**src/rtl/pipeline_ctrl.sv**
```systemverilog
// Pipeline stall controller: resolves IF/ID/EX stall requests into the stall
// vector, tracks the stall source, and keeps saturating stall statistics.
module pipeline_ctrl #(
  parameter int CNT_W     = 32,
  parameter int MAX_STALL = 64
) (
  input  logic             clk,
  input  logic             rst,
  input  logic             stallreq_from_if,
  input  logic             stallreq_from_id,
  input  logic             stallreq_from_ex,
  input  logic             cnt_clr,
  output logic [5:0]       stall,
  output logic [1:0]       stall_src,
  output logic [CNT_W-1:0] if_stall_cnt,
  output logic [CNT_W-1:0] id_stall_cnt,
  output logic [CNT_W-1:0] ex_stall_cnt,
  output logic [CNT_W-1:0] burst_len,
  output logic             stall_timeout
);

  typedef enum logic [1:0] {
    RUN      = 2'd0,
    STALL_IF = 2'd1,
    STALL_ID = 2'd2,
    STALL_EX = 2'd3
  } src_t;

  localparam logic [CNT_W-1:0] CNT_MAX     = '1;
  localparam logic [CNT_W-1:0] MAX_STALL_C = CNT_W'(MAX_STALL);

  src_t             eff_src;
  src_t             state;
  logic [CNT_W-1:0] burst_next;

  function automatic logic [CNT_W-1:0] sat_inc(input logic [CNT_W-1:0] v);
    return (v == CNT_MAX) ? v : v + CNT_W'(1);
  endfunction

  // Priority EX > ID > IF; the winner is the only source that gets counted.
  always_comb begin
    // NOTE: default assignment first so no path leaves eff_src unassigned (no latch).
    eff_src = RUN;
    if (stallreq_from_ex)      eff_src = STALL_EX;
    else if (stallreq_from_id) eff_src = STALL_ID;
    else if (stallreq_from_if) eff_src = STALL_IF;
  end

  always_comb begin
    stall = 6'b000000;
    if (!rst) begin
      case (eff_src)
        STALL_EX: stall = 6'b001111;
        STALL_ID: stall = 6'b000111;
        STALL_IF: stall = 6'b000011;
        default:  stall = 6'b000000;
      endcase
    end
  end

  // A stall after RUN starts a new burst; a source change mid-burst continues it.
  assign burst_next = (state == RUN) ? CNT_W'(1) : sat_inc(burst_len);

  always_ff @(posedge clk) begin
    // NOTE: non-blocking assignments for all state so every register samples pre-edge values.
    if (rst) begin
      state         <= RUN;
      if_stall_cnt  <= '0;
      id_stall_cnt  <= '0;
      ex_stall_cnt  <= '0;
      burst_len     <= '0;
      stall_timeout <= 1'b0;
    end else begin
      state <= eff_src;
      if (cnt_clr) begin
        if_stall_cnt  <= '0;
        id_stall_cnt  <= '0;
        ex_stall_cnt  <= '0;
        burst_len     <= '0;
        stall_timeout <= 1'b0;
      end else begin
        case (eff_src)
          STALL_IF: if_stall_cnt <= sat_inc(if_stall_cnt);
          STALL_ID: id_stall_cnt <= sat_inc(id_stall_cnt);
          STALL_EX: ex_stall_cnt <= sat_inc(ex_stall_cnt);
          default:  ;
        endcase
        if (eff_src != RUN) begin
          burst_len <= burst_next;
          if (burst_next >= MAX_STALL_C) stall_timeout <= 1'b1;
        end
      end
    end
  end

  assign stall_src = state;

endmodule

```
**config.mk**
```make
export PLATFORM = sky130hd
export DESIGN_NAME = pipeline_ctrl
export DESIGN_NICKNAME = d
export VERILOG_FILES = /design/src/rtl/pipeline_ctrl.sv
export SDC_FILE = /design/constraint.sdc
export NUM_CORES = 1
export LEC_CHECK = 0
export BUFFER_PORTS_ARGS = -buffer_cell sky130_fd_sc_hd__buf_2
export CAP_MARGIN = 20
export CELL_PAD_IN_SITES_DETAIL_PLACEMENT = 1
export CELL_PAD_IN_SITES_GLOBAL_PLACEMENT = 1
export CORE_MARGIN = 8
export CORE_UTILIZATION = 40
export CTS_CLUSTER_DIAMETER = 100
export DETAILED_ROUTE_END_ITERATION = 6
export HOLD_SLACK_MARGIN = 0.08
export PLACE_DENSITY_LB_ADDON = 0.1
export SLEW_MARGIN = 25
export SYNTH_ARGS = -nofsm -noshare
export SYNTH_HDL_FRONTEND = slang
export SYNTH_SLANG_ARGS = --single-unit
```
**constraint.sdc**
```tcl
create_clock -name clk -period 3.3 [get_ports clk]
set_input_delay 0.33 -clock clk [delete_from_list [all_inputs] [get_ports clk]]
set_output_delay 0.33 -clock clk [all_outputs]
set_load 0.05 [all_outputs]
```
# == Word-level counts from Yosys, hierarchy flattened ==
# Cells that the tools add are included.
# op_classes
reduce_logical,7
n_addsub,4
muxes,7
bitwise,3
eq_ne,7
n_lt_le_gt_ge,1
# op_table
op,n
$add 32x1->32 const B,4
$eq 32x32->1 const B,4
$mux 32,2
$ge 32x7->1 const B,1
$pmux 4 s3,1
$reduce_and 2->1,4
$eq 2x2->1 const B,2
$mux 2,2
$mux 4,1
$not 1->1,3
$eq 2x1->1 const B,1
$logic_not 2->1,1
$reduce_bool 2->1,1
$reduce_or 2->1,1
$mux 1,1
# totals
out_inout_bits,137
wordCells,35
reg_bits,131

# == Logic depth before layout (Yosys ltp) ==
# logic_depth
ltp_word,6
ltp_mapped,11
depth_no_buf,9

# == Worst setup path before layout ==
# OpenSTA, ideal clock, no wires.
# synth_path
path_type,flip-flop to flip-flop
from,reg burst_len[8]
to,reg stall_timeout
slack_ns,0.479
path_stages_with_launch,11
synth_period_minus_slack_ns,2.821
required_ns,3.166
arrival_ns,2.687
setup_time_ns,0.134
cell_sequence,dfxtp_1 -> buf_2 -> and4_1 -> buf_4 -> nand4_2 -> or4_1 -> o21ai_1 -> nand3_1 -> a211oi_1 -> a41o_1 -> a211oi_2
# synth_between
elab_chain_len,5
# synth_rtl
element,line_no,rtl
"start, declared",18,"output logic [CNT_W-1:0] burst_len,"
"start signal, assigned",89,burst_len <= burst_next;
$add 32x1->32 / $eq 32x32->1 (equally long branches),37,return (v == CNT_MAX) ? v : v + CNT_W'(1);
$mux 32 (*),37,
$mux 32 (*),62,assign burst_next = (state == RUN) ? CNT_W'(1) : sat_inc(burst_len);
$ge 32x7->1 (*),90,if (burst_next >= MAX_STALL_C) stall_timeout <= 1'b1;
$reduce_and 2->1 (no source line) (*),-,
"end signal, assigned",72,stall_timeout <= 1'b0;
"end signal, assigned",80,stall_timeout <= 1'b0;
"end signal, assigned",90,
"end, declared",19,output logic stall_timeout
# Every way passes the cells marked *; elsewhere a longest branch is shown, timed or not.
# A chain may end at the register's enable or synchronous reset.

# == Worst setup path in the final report ==
# layout_path
from,reg burst_len[9]
to,reg stall_timeout
# The elaborated chain is that of the path after synthesis.

==> metrics <==
result of the run=complete, no violations; Tcrit/Tclk final=85.0%; CP peak stage delay=630 ps; Detailed Place HPWL=15200 microns; Hold-fix buffers, CTS=0; Fin Setup TNS=0 ps; Synth Register Bits=131; worst skew pair latency=420 ps; CTS sink cnt=131; Die ar.=21100 sq um; Critical path buffers and inverters=0; reg-to-reg slack, setup=500 ps; max cap viols=0; Vias/cell=5.47; startpoint class of the critical path=flop; CP delay by family, top=simple AND/OR/NAND/NOR gates; num rows=47; synth warn=0; RSZ-0062 raised after global routing=false; via count=6569; initial antenna violation count=0; required time worst endpoint=3560 ps; CP Capture Point=stall_timeout; pwr dens=441 nW/um^2; final design utilization=49.2%; number of iterations in the first detailed-routing pass=4; Syn Area/Cell=7.93 sq um; Cell Area, Synth=6670 sq um; critical-path cell list=and4_1 -> nand4_2 -> or4_1 -> o21ai_1 -> nand3_1 -> a211oi_1 -> a41o_1 -> a211oi_2; GRT Residual Overflow=0; Post-synth top flop=dfxtp_1; remaining routing DRC violations=0; synth-to-layout area growth=21.4%; All-Layer GR Usage=19.8%; Distinct cells, synth=59; R2R Path End=stall_timeout; Crit-path slowest cell=or4_1; CTS tree=done; Worst R2R Start=burst_len[9]; number of global-route vias before repair=6924; Finished Cell Area=8100 sq um; Setup crit start=burst_len[9]; Multi-input gate area=3780 sq um; CP Capture Type=flop; leakage=0.00309 uW; H-tree depth=4; remaining antenna violation count after routing=0; Sequential Area=2620 sq um; Clock Tree Buf Depth=2; largest fanout on the critical path=9; drt wl/cell=17.8 microns; Max Fclk=357 MHz; clk root buf=clkbuf_16; CORE AREA=16500 sq um; Total Wirelength=21300 microns; FILL cells=2095; worst slew pin tran=842 ps; Worst R2R Path Depth=8; Final Max Tran Viols=0; IO buf count=140; WHS=176 ps; Starting Density=40.5%; asr flop ratio synth=0%; Post-CTS Setup Inserts=0; VDD IR max=0.362 mV; GP Congestion=0.823; fin crit period=2800 ps; Starting DRT DRC Count=240; CTS buffer count=17; Die X=145 microns; Critical Path AT=3070 ps; final setup vio count=0; Die Y=145 microns; Worst Skew=7.60 ps; Nets=978; Hold Fails Final Rpt=0; cells after synthesis=842; relative slew slack=43.6%; pin count of the biggest net entering global routing=67; Ports=143; layout cells sized above 1=20.6%; n_diodes=0; Area after DPL=7550 sq um; WS Path Type=reg2reg; sequential area share after synthesis=39.3%; Tightest Hold Check Type=in2reg; first-pass GRT wire length=34900 microns; post_cts resized=0; cell count along the critical path=8; Post-synth EDFFs=0; clock-pin slew on the worst setup and hold paths=60 ps
[cells in the mapped netlist, drive strengths merged, types with 2 or more instances]
cell type	count	area share (%)
nand2	68	3.8
xor2	40	5.2
mux2i	5	0.75
xnor2	42	5.6
or2	5	0.47
and4	16	2.1
a21oi	59	4.6
and2	8	0.75
dfxtp	131	39
a311oi	3	0.49
o21ai	49	3.7
nand2b	2	0.19
nor2	138	7.8
a211oi	6	0.82
nand4	38	3.7
nor4	9	1.3
clkbuf	31	1.8
ha	4	0.75
or4	3	0.39
nor3	24	1.8
a21o	4	0.45
a31oi	11	1.1
nand3	48	3.6
nor2b	3	0.28
a22oi	2	0.22
inv	19	1.1
or3	32	3.0
buf	14	1.4
and3	15	1.5
[cell usage in the layout, fill, tap and decap left out, drive strengths merged, types with 4 or more instances in the layout]
cell type	n
and3	15
xor2	40
mux2i	5
o21ai	49
a21oi	59
a21o	4
a211oi	6
nand2	68
and2	8
or2	5
clkbuf	22
and4	16
nand3	48
nor4	9
xnor2	42
nor2	138
a31oi	11
dfxtp	131
ha	4
or3	32
nor3	24
buf	151
nand4	38
inv	20
clkinv	4
[through the flow]
step,power [uW],setup slack [ps],instances
2_1_floorplan,1740,479,843
3_3_place_gp,1790,632,1169
3_5_place_dp,1790,545,1169
4_1_cts,3610,511,1200
5_1_grt,3700,251,1200
6_report,3580,496,1200
[cells by family (layout without fill, tap and decap cells)]
logic type	after synthesis	count (layout)	synth area share [%]
adders and majority gates	4	4	0.750
other	1	2	0.0562
muxes	5	5	0.750
DFF	131	131	39.3
buffers and inverters	64	201	4.20
and+or+nand+nor	412	412	31.3
xor gates and xnor gates	82	82	10.9
AOI/OAI and AO/OA	143	143	12.8
[worst min path at each step]
stage / to / start / depth (start not counted)
finish: stall_src[0] / rst / 2
global route: stall_src[0] / rst / 2
CTS: stall_src[0] / rst / 2
detailed placement: burst_len[5] / burst_len[5] / 2
global placement: burst_len[5] / burst_len[5] / 2
floorplan: stall_src[0] / rst / 1
[registers in the layout, indices dropped and copies added (netlist names)]
| register | flops |
|---|---|
| id_stall_cnt | 32 |
| ex_stall_cnt | 32 |
| stall_timeout | 1 |
| burst_len | 32 |
| stall_src | 2 |
| if_stall_cnt | 32 |
[layer usage]
layer / global-route usage (%) / wire length, microns / up-vias
met5: 0 / 0 / -
met4: 7.65 / 486 / 0
met3: 5.07 / 991 / 37
met2: 35.4 / 10700 / 145
met1: 22.0 / 9140 / 3199
li1: - / - / 3188
[final cells by class]
cell class	count	area share, %
Tap cell	220	3.40
Multi-Input combinational cell	648	46.7
Clock buffer	22	5.48
Sequential cell	131	32.4
Inverter	19	0.881
Clock inverter	9	1.33
Timing Repair Buffer	151	9.83
[where the power goes]
| group | leakage, uW | internal (uW) | switching [uW] |
|---|---|---|---|
| combinational | 0.00177 | 39.5 | 126 |
| sequential | 0.00106 | 1590 | 5.12 |
| clock | 0.000264 | 1110 | 712 |
No activity file was read; power rests on OpenSTA's default activity.
